`src/rtl/flight_sequencer.sv`:
```
// flight_sequencer
// Game-level controller for the bird flight datapath: physics step enable,
// per-step jump request, Start/Stop/Ack sequencing, collision and score.
//
// Handshake (all toward the physics block, no ready/back-pressure path):
//   Start - 1-cycle pulse in the first RUN cycle (registered off the button rise).
//   Stop  - level, high while in HIT or OVER.
//   Ack   - 1-cycle pulse in the first IDLE cycle after OVER; Stop is already
//           low in that cycle. The three are never high together.
//
// Optional feature: define HISCORE_EN to add the HiScore[7:0] output and
// register (best score, cleared only by reset_n).
//
// State is visible one-hot on q_Idle/q_Run/q_Hit/q_Over. An illegal state
// code drives all four low and returns to IDLE.
module flight_sequencer #(
    parameter int unsigned TICK_DIV   = 833333,
    parameter int unsigned GROUND_Y   = 480,
    parameter int unsigned HOLD_TICKS = 30
) (
    input  logic       Clk,
    input  logic       reset_n,
    input  logic       BtnIn,
    input  logic [9:0] Bird_X_L,
    input  logic [9:0] Bird_X_R,
    input  logic [9:0] Bird_Y_T,
    input  logic [9:0] Bird_Y_B,
    input  logic [9:0] Pipe_X_L,
    input  logic [9:0] Pipe_X_R,
    input  logic [9:0] Gap_Y_T,
    input  logic [9:0] Gap_Y_B,
    output logic       Tick,
    output logic       BtnPress,
    output logic       Start,
    output logic       Stop,
    output logic       Ack,
    output logic [7:0] Score,
`ifdef HISCORE_EN
    output logic [7:0] HiScore,
`endif
    output logic       q_Idle,
    output logic       q_Run,
    output logic       q_Hit,
    output logic       q_Over
);

    localparam int TW = (TICK_DIV > 1) ? $clog2(TICK_DIV) : 1;
    localparam int HW = (HOLD_TICKS > 1) ? $clog2(HOLD_TICKS + 1) : 1;
    localparam logic [TW-1:0] TICK_LAST  = TW'(TICK_DIV - 1);
    localparam logic [HW-1:0] HOLD_LAST  = HW'(HOLD_TICKS - 1);
    localparam logic [9:0]    GROUND_ROW = 10'(GROUND_Y);

    typedef enum logic [3:0] {
        S_IDLE = 4'b0001,
        S_RUN  = 4'b0010,
        S_HIT  = 4'b0100,
        S_OVER = 4'b1000
    } state_t;

    state_t        state_q, state_d;
    logic [TW-1:0] tick_cnt_q, tick_cnt_d;
    logic [HW-1:0] hold_cnt_q, hold_cnt_d;
    logic          jump_q, jump_d;
    logic          btn_d_q;
    logic          start_q, start_d;
    logic          ack_q, ack_d;
    logic [7:0]    score_q, score_d;
    logic [9:0]    prev_pxr_q, prev_pxr_d;
`ifdef HISCORE_EN
    logic [7:0]    hiscore_q, hiscore_d;
`endif

    // Registered copies of the geometry inputs; collision and score only
    // ever look at these, never at the raw ports.
    logic [9:0] bird_xl_q, bird_xr_q, bird_yt_q, bird_yb_q;
    logic [9:0] pipe_xl_q, pipe_xr_q, gap_yt_q, gap_yb_q;

    logic btn_rise;
    logic tick_now;
    logic overlap;
    logic ground;
    logic collide;
    logic pipe_passed;

    assign btn_rise    = BtnIn & ~btn_d_q;
    assign tick_now    = (tick_cnt_q == TICK_LAST);
    assign overlap     = (bird_xr_q > pipe_xl_q) && (bird_xl_q < pipe_xr_q) &&
                         ((bird_yt_q < gap_yt_q) || (bird_yb_q > gap_yb_q));
    assign ground      = (bird_yb_q >= GROUND_ROW);
    assign collide     = overlap | ground;
    // A pipe counts once, on the step where its right edge moves past the bird.
    assign pipe_passed = (pipe_xr_q < bird_xl_q) && (prev_pxr_q >= bird_xl_q);

    // Capture button level and geometry every cycle.
    always_ff @(posedge Clk or negedge reset_n) begin
        if (!reset_n) begin
            btn_d_q   <= 1'b0;
            bird_xl_q <= '0;
            bird_xr_q <= '0;
            bird_yt_q <= '0;
            bird_yb_q <= '0;
            pipe_xl_q <= '0;
            pipe_xr_q <= '0;
            gap_yt_q  <= '0;
            gap_yb_q  <= '0;
        end else begin
            btn_d_q   <= BtnIn;
            bird_xl_q <= Bird_X_L;
            bird_xr_q <= Bird_X_R;
            bird_yt_q <= Bird_Y_T;
            bird_yb_q <= Bird_Y_B;
            pipe_xl_q <= Pipe_X_L;
            pipe_xr_q <= Pipe_X_R;
            gap_yt_q  <= Gap_Y_T;
            gap_yb_q  <= Gap_Y_B;
        end
    end

    // State register plus all sequencing state (counters, latch, score, pulses).
    always_ff @(posedge Clk or negedge reset_n) begin
        if (!reset_n) begin
            state_q    <= S_IDLE;
            tick_cnt_q <= '0;
            hold_cnt_q <= '0;
            jump_q     <= 1'b0;
            start_q    <= 1'b0;
            ack_q      <= 1'b0;
            score_q    <= '0;
            prev_pxr_q <= '0;
`ifdef HISCORE_EN
            hiscore_q  <= '0;
`endif
        end else begin
            state_q    <= state_d;
            tick_cnt_q <= tick_cnt_d;
            hold_cnt_q <= hold_cnt_d;
            jump_q     <= jump_d;
            start_q    <= start_d;
            ack_q      <= ack_d;
            score_q    <= score_d;
            prev_pxr_q <= prev_pxr_d;
`ifdef HISCORE_EN
            hiscore_q  <= hiscore_d;
`endif
        end
    end

    // Next-state and combinational outputs for the game FSM.
    always_comb begin
        state_d    = state_q;
        tick_cnt_d = tick_cnt_q;
        hold_cnt_d = hold_cnt_q;
        jump_d     = jump_q;
        start_d    = 1'b0;
        ack_d      = 1'b0;
        score_d    = score_q;
        prev_pxr_d = prev_pxr_q;
`ifdef HISCORE_EN
        hiscore_d  = hiscore_q;
`endif
        Tick       = 1'b0;
        BtnPress   = 1'b0;
        Stop       = 1'b0;

        case (state_q)
            S_IDLE: begin
                tick_cnt_d = '0;
                hold_cnt_d = '0;
                jump_d     = 1'b0;
                if (btn_rise) begin
                    start_d    = 1'b1;
                    score_d    = '0;
                    // Seed the pass detector so a pipe already behind the
                    // bird at start is not counted.
                    prev_pxr_d = pipe_xr_q;
                    state_d    = S_RUN;
                end
            end

            S_RUN: begin
                Tick       = tick_now;
                tick_cnt_d = tick_now ? '0 : tick_cnt_q + TW'(1);
                if (tick_now) begin
                    // A rise on the tick cycle itself is delivered now.
                    BtnPress   = jump_q | btn_rise;
                    jump_d     = 1'b0;
                    prev_pxr_d = pipe_xr_q;
                    if (pipe_passed && (score_q != 8'hFF)) begin
                        score_d = score_q + 8'd1;
                    end
                    if (collide) begin
                        state_d    = S_HIT;
                        hold_cnt_d = '0;
                    end
                end else if (btn_rise) begin
                    jump_d = 1'b1;
                end
            end

            S_HIT: begin
                Stop       = 1'b1;
                Tick       = tick_now;
                tick_cnt_d = tick_now ? '0 : tick_cnt_q + TW'(1);
                jump_d     = 1'b0;
                if (tick_now) begin
                    if (hold_cnt_q == HOLD_LAST) begin
                        state_d = S_OVER;
`ifdef HISCORE_EN
                        if (score_q > hiscore_q) begin
                            hiscore_d = score_q;
                        end
`endif
                    end else begin
                        hold_cnt_d = hold_cnt_q + HW'(1);
                    end
                end
            end

            S_OVER: begin
                Stop       = 1'b1;
                tick_cnt_d = '0;
                jump_d     = 1'b0;
                if (btn_rise) begin
                    ack_d   = 1'b1;
                    state_d = S_IDLE;
                end
            end

            default: begin
                state_d    = S_IDLE;
                tick_cnt_d = '0;
                hold_cnt_d = '0;
                jump_d     = 1'b0;
            end
        endcase
    end

    assign Start  = start_q;
    assign Ack    = ack_q;
    assign Score  = score_q;
`ifdef HISCORE_EN
    assign HiScore = hiscore_q;
`endif
    assign q_Idle = (state_q == S_IDLE);
    assign q_Run  = (state_q == S_RUN);
    assign q_Hit  = (state_q == S_HIT);
    assign q_Over = (state_q == S_OVER);

endmodule

```
`config.mk`:
```
export PLATFORM = sky130hd
export DESIGN_NAME = flight_sequencer
export DESIGN_NICKNAME = d
export VERILOG_FILES = /design/src/rtl/flight_sequencer.sv
export SDC_FILE = /design/constraint.sdc
export NUM_CORES = 1
export LEC_CHECK = 0
export BUFFER_PORTS_ARGS = -buffer_cell sky130_fd_sc_hd__buf_4
export CAP_MARGIN = 20
export CORE_UTILIZATION = 60
export DETAILED_ROUTE_END_ITERATION = 10
export PLACE_DENSITY = 0.85
export SYNTH_ARGS = -nofsm -noshare
export SYNTH_HDL_FRONTEND = slang
export SYNTH_SLANG_ARGS = --single-unit
```
`constraint.sdc`:
```
create_clock -name Clk -period 3.91 [get_ports Clk]
set_input_delay 0.782 -clock Clk [delete_from_list [all_inputs] [get_ports Clk]]
set_output_delay 0.782 -clock Clk [all_outputs]
set_load 0.005 [all_outputs]
```
==> reports/results.ini, run 1 <==
[run_status]
status = complete, no violations

[critical_path]
path_cells = or4b_1, or3_4, or2_2, a21oi_1, buf_4
reg2reg_depth = 8
cp-start-kind = flip-flop
r2r-start = bird_yb_q[9]$_DFF_PN0_
arrival_ps = 2480
crit_family = simple AND/OR/NAND/NOR gates
cp_num_cells = 5
cp_slowest_cell = or4b_1
cpPeakStageDelay_ps = 520
regToRegSetupSlack_ps = 1090
crit_required_ps = 3130
worstPathMaxFanout = 6
setup.worst_path.end = Tick
worstReg2RegEnd = hold_cnt_q[3]$_DFFE_PN0P_
cp_num_buf_inv = 1
path_class = flip-flop to output pin
cp-end-kind = output pin
worstSetupStartpoint = tick_cnt_q[11]$_DFF_PN0_

[synthesis]
synth_edf_count = 0
syn_inst = 490
synth_top_area_frac = 0.566
synth_area_leaders = dfrtp_1 (57%), ha_1 (12%), inv_1 (3.3%)
ys_ff_latch = 131
ys_top_cells_by_count = dfrtp_1 (130), ha_1 (54), inv_1 (51)
yosysSeqAreaShare = 0.571
avgSynthCellArea_um2 = 11.7
async_flop_share = 1.00
yosysUniqueCellTypes = 58
syn_nets = 627
synth_area_leader_cell = dfrtp_1
syn_area_um2 = 5740
yosys_warnings = 0
synth_ff_type = dfrtp_1
synth.most_common_cell = dfrtp_1

[power_and_ir_drop]
vdd_drop_max_v = 0.000344
p_leak_uw = 0.00357
p_per_area_nw_per_um2 = 511

[floorplanning]
chipWidth_um = 99.8
die_h_um = 99.8
coreArea_um2 = 9240
start_util = 0.622
io_pins = 100
dieArea_um2 = 9970
rows = 35

[placed_design]
dpl-instance-area_um2 = 6650
place_hpwl_mm = 7.76
numPortBuffers = 99
gp_congestion = 0.845

[final_layout]
n_antenna_cell = 0
multi_input_area_um2 = 2220
nFillCells = 546
design_area_um2 = 7270
area_growth_pct = 26.6
nets = 742
drive_gt1_frac = 0.257
seq_area_um2 = 3280

[timing]
grt_setup_unrepaired = false
hold_viol = 0
fmaxAchievable_mhz = 307
finClkSkew_ps = 14.3
slew_viol_final = 0
tightest_slew_ps = 805
setup-tns-final_ps = 0
setup_violations = 0
finalCritPeriodShare = 0.833
relSlewSlack = 0.456
worst_hold_slack_ps = 330
min_period_ps = 3260

[clock_network]
cts_root_buf = clkbuf_8
numCtsBuffers = 17
ctsResizeCount = 0
clk_pin_slew_ps = 60
htreeDepth = 4
cts.sinks = 131
clk_latency_ps = 520
cts_setup_buffers = 0
hold_buffers = 0
cts_tree = done
cts_buffer_depth = 2

[hold_path]
hold_class = input port to async pin

[global_route]
grt_start_max_net_pins = 59
grt.busiest_layer = met2
grtUsageTotal = 0.257
antenna_found_initial = 0
grt_pass1_wl_mm = 19.5
met3_usage = 0.0675
use_met1 = 0.310
gr-total-overflow = 0
use_met2 = 0.439
grt_pass1_vias = 4225

[drt]
via_count = 3983
drcViolationCount = 0
drt_iter0_markers = 246
drt_pass1_iterations = 4
drtAntennaViolNets = 0
via_per_inst = 5.33
routed_wl_mm = 11.4
avgRoutedWirePerCell_um = 15.2

[job]
maxCapViolations = 0

cell families (layout without fill, tap and decap cells):
family | count (synthesis) | count (layout) | synth area share
compound gates | 80 | 80 | 0.0911
flops | 131 | 131 | 0.571
xor+xnor | 18 | 18 | 0.0275
fa+ha+maj | 54 | 54 | 0.118
mux | 12 | 12 | 0.0235
simple gates | 136 | 136 | 0.127
buf+inv | 59 | 187 | 0.0420
cell usage in the layout, fill, tap and decap left out, types with 2 or more instances in the layout:
cell type and n:
nand3_1 18, a21oi_1 20, nand2_1 21, mux2_2 12, a2111oi_0 2, a211oi_1 3
and4_1 2, nor3_1 3, o31ai_1 3, xor2_1 13, dfrtp_1 130, nor2b_1 6
o21a_1 3, and3_1 4, nand2b_1 6, o21ai_0 21, nand3b_1 3, or3_1 3
clkbuf_16 16, inv_1 51, a21o_1 10, xnor2_1 5, a41oi_1 2, or2_2 2
nor2_1 40, o211ai_1 3, nand4_1 12, clkinv_4 3, ha_1 54, nor4_1 2
or4_1 2, bufinv_16 4, inv_6 4, clkinvlp_4 4, buf_4 102, o21bai_1 2
o41ai_1 2
metal layers:
metal,up-vias,routed length (µm)
met4,0,261
met2,99,5910
met5,-,0
met1,1931,4760
li1,1930,-
met3,23,456
metrics by stage:
| step | total power (µW) | instances | util | setup WS (ps) |
|---|---|---|---|---|
| floorplan | 1860 | 490 | - | 1280 |
| global placement | 2040 | 715 | 0.720 | 1220 |
| detailed placement | 2070 | 715 | 0.720 | 1120 |
| CTS | 3750 | 747 | 0.787 | 630 |
| global route | 3890 | 747 | 0.787 | 567 |
| finish | 3710 | 747 | 0.787 | 652 |
final cells by class:
cell class / instances / share of cell area
clock buffers: 18 / 0.0575
flip-flops and latches: 131 / 0.451
inverters: 52 / 0.0275
well taps: 129 / 0.0222
multi-input cells: 300 / 0.306
clock inverters: 14 / 0.0279
repair buffers: 103 / 0.108
worst register-to-register path: stages, from the launching register on:
cell and delay [ps]:
dfrtp_1 390, ha_1 340, nand2_1 100, o21ai_0 220, a2111oi_0 110, or3b_2 480
a211oi_1 480, o21bai_1 250, a211o_1 340
registers in the layout, summed over array words and instances (netlist names):
| register | flops |
|---|---|
| pipe_xr_q | 10 |
| Ack | 1 |
| bird_xr_q | 10 |
| btn_d_q | 1 |
| pipe_xl_q | 10 |
| Score | 8 |
| bird_xl_q | 10 |
| tick_cnt_q | 20 |
| hold_cnt_q | 5 |
| gap_yt_q | 10 |
| Start | 1 |
| jump_q | 1 |
| state_q | 4 |
| gap_yb_q | 10 |
| bird_yb_q | 10 |
| prev_pxr_q | 10 |
| bird_yt_q | 10 |
power by group:
part           leakage [µW]  internal, µW  switching, µW
sequential          0.00162          1470           68.9
combinational       0.00166           257            263
clock              0.000289          1040            605
how the worst min path moves through the flow:
stage / from / to / slack [ps]
after CTS: reset_n / tick_cnt_q[8]$_DFF_PN0_ / 350
after global placement: prev_pxr_q[0]$_DFFE_PN0P_ / prev_pxr_q[0]$_DFFE_PN0P_ / 460
after floorplan: prev_pxr_q[0]$_DFFE_PN0P_ / prev_pxr_q[0]$_DFFE_PN0P_ / 450
after global routing: Pipe_X_L[1] / pipe_xl_q[1]$_DFF_PN0_ / 340
final: reset_n / Score[4]$_DFFE_PN0P_ / 330
after detailed placement: prev_pxr_q[0]$_DFFE_PN0P_ / prev_pxr_q[0]$_DFFE_PN0P_ / 500
Power figures use the tool's default switching activity.
==> run 2, diff against run 1 <==
--- a/config.mk
+++ b/config.mk
@@ -7,9 +7,9 @@
 export LEC_CHECK = 0
 export BUFFER_PORTS_ARGS = -buffer_cell sky130_fd_sc_hd__buf_4
 export CAP_MARGIN = 20
-export CORE_UTILIZATION = 60
+export CORE_UTILIZATION = 50
 export DETAILED_ROUTE_END_ITERATION = 10
-export PLACE_DENSITY = 0.85
+export PLACE_DENSITY = 0.75
 export SYNTH_ARGS = -nofsm -noshare
 export SYNTH_HDL_FRONTEND = slang
 export SYNTH_SLANG_ARGS = --single-unit
==> constraint.sdc (replaced) <==
create_clock -name Clk -period 2.8 [get_ports Clk]
set_input_delay 0.56 -clock Clk [delete_from_list [all_inputs] [get_ports Clk]]
set_output_delay 0.56 -clock Clk [all_outputs]
set_load 0.005 [all_outputs]
==> reports/results.ini, run 2 (synthesis results as in run 1) <==
[timing]
tightest_slew_ps = 632
setup_violations = 0
fin_ws_ps = 58.9
slew_viol_final = 0
finClkSkew_ps = 9.48
setup-tns-final_ps = 0
finalCritPeriodShare = 0.979
hold_viol = 0
fmaxAchievable_mhz = 365
grt_setup_unrepaired = true
relSlewSlack = 0.578
min_period_ps = 2740

[critical_path]
crit_family = simple AND/OR/NAND/NOR gates
arrival_ps = 2180
path_class = flip-flop to output pin
cp_num_cells = 5
cpPeakStageDelay_ps = 510
regToRegSetupSlack_ps = 170
cp-end-kind = output pin
cp_slowest_cell = or4b_1
r2r-start = bird_yb_q[9]$_DFF_PN0_
cp_num_buf_inv = 1
path_cells = or4b_1, or3_4, or2_4, nor2_1, buf_4
reg2reg_depth = 8
worstReg2RegEnd = hold_cnt_q[3]$_DFFE_PN0P_
cp-start-kind = flip-flop
worstPathMaxFanout = 6
crit_required_ps = 2240

[drt]
routed_wl_mm = 11.4
drt_iter0_markers = 249
drcViolationCount = 0
drt_pass1_iterations = 4
drtAntennaViolNets = 0
via_count = 3992
via_per_inst = 5.23
avgRoutedWirePerCell_um = 14.9

[final_layout]
n_antenna_cell = 0
final_cell_mix = dfrtp_1 (129), buf_4 (109), ha_1 (54)
largest_reg_flops = 20
final_common_cell = dfrtp_1
top_register = tick_cnt_q
nets = 749
drive_gt1_frac = 0.268
area_growth_pct = 27.0

[hold_path]
hold_class = input port to async pin

[floorplanning]
coreArea_um2 = 11000
die_h_um = 109
chipWidth_um = 109
start_util = 0.521
dieArea_um2 = 11900
rows = 38
io_pins = 100

[global_route]
grt_start_max_net_pins = 60
antenna_found_initial = 0
grt_pass1_vias = 4090
grt_pass1_wl_mm = 18.6
gr-total-overflow = 0
grtUsageTotal = 0.211

[placed_design]
place_hpwl_mm = 8.32
numPortBuffers = 99
place_ws_ps = 117
gp_congestion = 0.788

[clock_network]
cts.sinks = 131
cts_root_buf = clkbuf_16
cts_tree = done
cts_buffer_depth = 2
clk_pin_slew_ps = 50
clk_latency_ps = 410
hold_buffers = 0
numCtsBuffers = 17
htreeDepth = 4

[job]
maxCapViolations = 0

[run_status]
status = complete, no violations

[power_and_ir_drop]
p_leak_uw = 0.00359
vdd_drop_max_v = 0.00103
p_per_area_nw_per_um2 = 681

==> run 2: worst max path at each step <==
| stage | slack, ps | end | start |
|---|---|---|---|
| 5_1_grt | -20 | Tick | tick_cnt_q[0]$_DFF_PN0_ |
| 3_5_place_dp | 120 | hold_cnt_q[1]$_DFFE_PN0P_ | bird_xr_q[9]$_DFF_PN0_ |
| 2_1_floorplan | 390 | Tick | tick_cnt_q[11]$_DFF_PN0_ |
| 3_3_place_gp | 270 | hold_cnt_q[0]$_DFFE_PN0P_ | bird_xr_q[9]$_DFF_PN0_ |
| 4_1_cts | 20 | BtnPress | tick_cnt_q[11]$_DFF_PN0_ |
| 6_report | 60 | BtnPress | tick_cnt_q[11]$_DFF_PN0_ |
==> run 2: layer usage <==
layer | up-vias | part of all wire | GRT usage
met5 | - | 0 | 0
met4 | 0 | 0.016 | 0.0943
met3 | 14 | 0.051 | 0.0658
met2 | 101 | 0.52 | 0.358
met1 | 1931 | 0.42 | 0.246
li1 | 1946 | - | -
==> run 2: through the flow <==
| step | util | hold slack (ps) | area, µm² | cells | power [µW] |
|---|---|---|---|---|---|
| floorplan | - | 264 | 5740 | 490 | 2600 |
| global placement | 0.606 | 465 | 6690 | 729 | 2880 |
| detailed placement | 0.606 | 476 | 6690 | 729 | 2910 |
| CTS | 0.659 | 177 | 7270 | 762 | 5010 |
| global route | 0.661 | 205 | 7290 | 763 | 5220 |
| finish | 0.661 | 166 | 7290 | 763 | 4970 |
==> run 2: power breakdown <==
group          switching, µW  total, µW  internal [µW]
sequential              90.1       2150           2060
clock                    772       2090           1310
combinational            358        732            374
total                   1220       4970           3750
==> run 2: cell type report <==
type	instances	area, µm²
clock inverter	10	111
clock buffer	20	447
sequential	131	3280
timing repair buffer	110	838
fill	853	3740
multi-input combinational	300	2240
inverter	52	200
tap	140	175
==> run 2: timing repair <==
| item | in CTS | in global routing |
|---|---|---|
| setup endpoints to repair | 2 | 4 |
| gates cloned | 0 | 0 |
| resized for setup | 2 | 4 |
| pin swaps | 0 | 2 |
| setup buffers | 3 | 0 |
==> run 3, diff against run 2 <==
==> constraint.sdc (replaced) <==
create_clock -name Clk -period 2.8 [get_ports Clk]
set_input_delay 0.28 -clock Clk [delete_from_list [all_inputs] [get_ports Clk]]
set_output_delay 0.28 -clock Clk [all_outputs]
set_load 0.005 [all_outputs]
==> reports/results.ini, run 3 (synthesis results as in run 1) <==
[run_status]
status = complete, no violations

[drt]
via_count = 4353
drt_pass1_iterations = 4
routed_wl_mm = 13.0
drcViolationCount = 0
via_per_inst = 5.16
drtAntennaViolNets = 0
drt_iter0_markers = 172
avgRoutedWirePerCell_um = 15.4

[placed_design]
gp_congestion = 0.798
numPortBuffers = 99
place_hpwl_mm = 8.06

[final_layout]
final_common_cell = dfrtp_1
area_growth_pct = 42.0
drive_gt1_frac = 0.233
top_register = tick_cnt_q
largest_reg_flops = 20
nets = 827
final_util = 0.739
final_cell_mix = dfrtp_1 (130), buf_4 (105), dlygate4sd3_1 (82)

[floorplanning]
coreArea_um2 = 11000
chipWidth_um = 109
start_util = 0.521
rows = 38
io_pins = 100
dieArea_um2 = 11900
die_h_um = 109

[hold_path]
hold_class = input port to async pin

[timing]
finalCritPeriodShare = 0.956
setup_violations = 0
hold_viol = 0
grt_setup_unrepaired = false
min_period_ps = 2680
tightest_slew_ps = 616
fmaxAchievable_mhz = 374
worst_hold_slack_ps = 425
relSlewSlack = 0.589
slew_viol_final = 0
finClkSkew_ps = 11.9
setup-tns-final_ps = 0

[clock_network]
clk_latency_ps = 420
cts_buffer_depth = 2
cts_tree = done
cts_root_buf = clkbuf_16
clk_pin_slew_ps = 60
htreeDepth = 4
cts.sinks = 131
numCtsBuffers = 17
cts_setup_buffers = 0

[critical_path]
cp-end-kind = output pin
path_class = flip-flop to output pin
worstPathMaxFanout = 6
cp-start-kind = flip-flop
arrival_ps = 2400
crit_required_ps = 2520

[power_and_ir_drop]
power_uw = 5340
p_leak_uw = 0.00394
p_per_area_nw_per_um2 = 656
vdd_drop_max_v = 0.000717

[global_route]
grt_pass1_wl_mm = 21.3
gr-total-overflow = 0
grt_start_max_net_pins = 61
grtUsageTotal = 0.242
antenna_found_initial = 1
grt_pass1_vias = 4715

[job]
maxCapViolations = 0

## run 3: cell types whose count changed in the layout (fill, tap and decap cells not counted), moves of 2 or more
| cell | delta |
|---|---|
| buf_4 | -4 |
| bufinv_16 | +2 |
| clkbuf_1 | -2 |
| clkinv_2 | -3 |
| clkinv_4 | +4 |
| dlygate4sd3_1 | +82 |
| inv_6 | +2 |
## run 3: final timing paths
path | start | endpoint | slack (ps) | cells after the start
setup / recovery | tick_cnt_q[11]$_DFF_PN0_ | BtnPress | 120 | 5
hold / removal | reset_n | pipe_xr_q[1]$_DFF_PN0_ | 430 | 2
setup reg to reg | bird_yb_q[9]$_DFF_PN0_ | hold_cnt_q[3]$_DFFE_PN0P_ | 170 | 8
hold reg to reg | prev_pxr_q[0]$_DFFE_PN0P_ | prev_pxr_q[0]$_DFFE_PN0P_ | 500 | 2
max in group asynchronous | reset_n | hold_cnt_q[4]$_DFFE_PN0P_ | 1590 | 3
min in group Clk | prev_pxr_q[0]$_DFFE_PN0P_ | prev_pxr_q[0]$_DFFE_PN0P_ | 500 | 2
## run 3: worst max-delay path: stages, from the launching register on
cell	delay [ps]
dfrtp_1	430
or4b_1	530
or3_4	370
or2_2	370
nor2_1	150
buf_4	130
## run 3: power breakdown
group / leakage (µW) / internal [µW] / switching, µW / total, µW
Clock: 0.000307 / 1520 / 845 / 2370
Sequential: 0.00162 / 2060 / 91.9 / 2150
Combinational: 0.00202 / 444 / 384 / 828
## run 3: routing by layer
metal  share of wire  GRT usage  vias up
li1                -          -     2102
met1            0.41      0.271     2126
met2            0.54      0.430       99
met3           0.038     0.0663       26
met4           0.020      0.103        0
met5               0          0        -
## run 3: layout make-up
class                           instances  area (µm²)
Fill cell                             726        2880
Clock inverter                         14         201
Multi-Input combinational cell        300        2230
Inverter                               52         200
Clock buffer                           18         439
Tap cell                              140         175
Timing Repair Buffer                  188        1630
Antenna cell                            1        2.50
Sequential cell                       131        3280
## run 3: timing repair
action / CTS / global route
hold buffers: 82 / 0
hold endpoints to repair: 126 / 0
endpoints found under the setup margin: 0 / 1
gates resized for setup: 0 / 1
## run 3: per-stage QoR
stage                     std cells  instance area (µm²)  worst slack, ps
after floorplan                 490                 5740              489
after global placement          728                 6680              271
after detailed placement        728                 6680              227
after CTS                       842                 8140             78.0
after global routing            844                 8150             48.9
final                           844                 8150              123
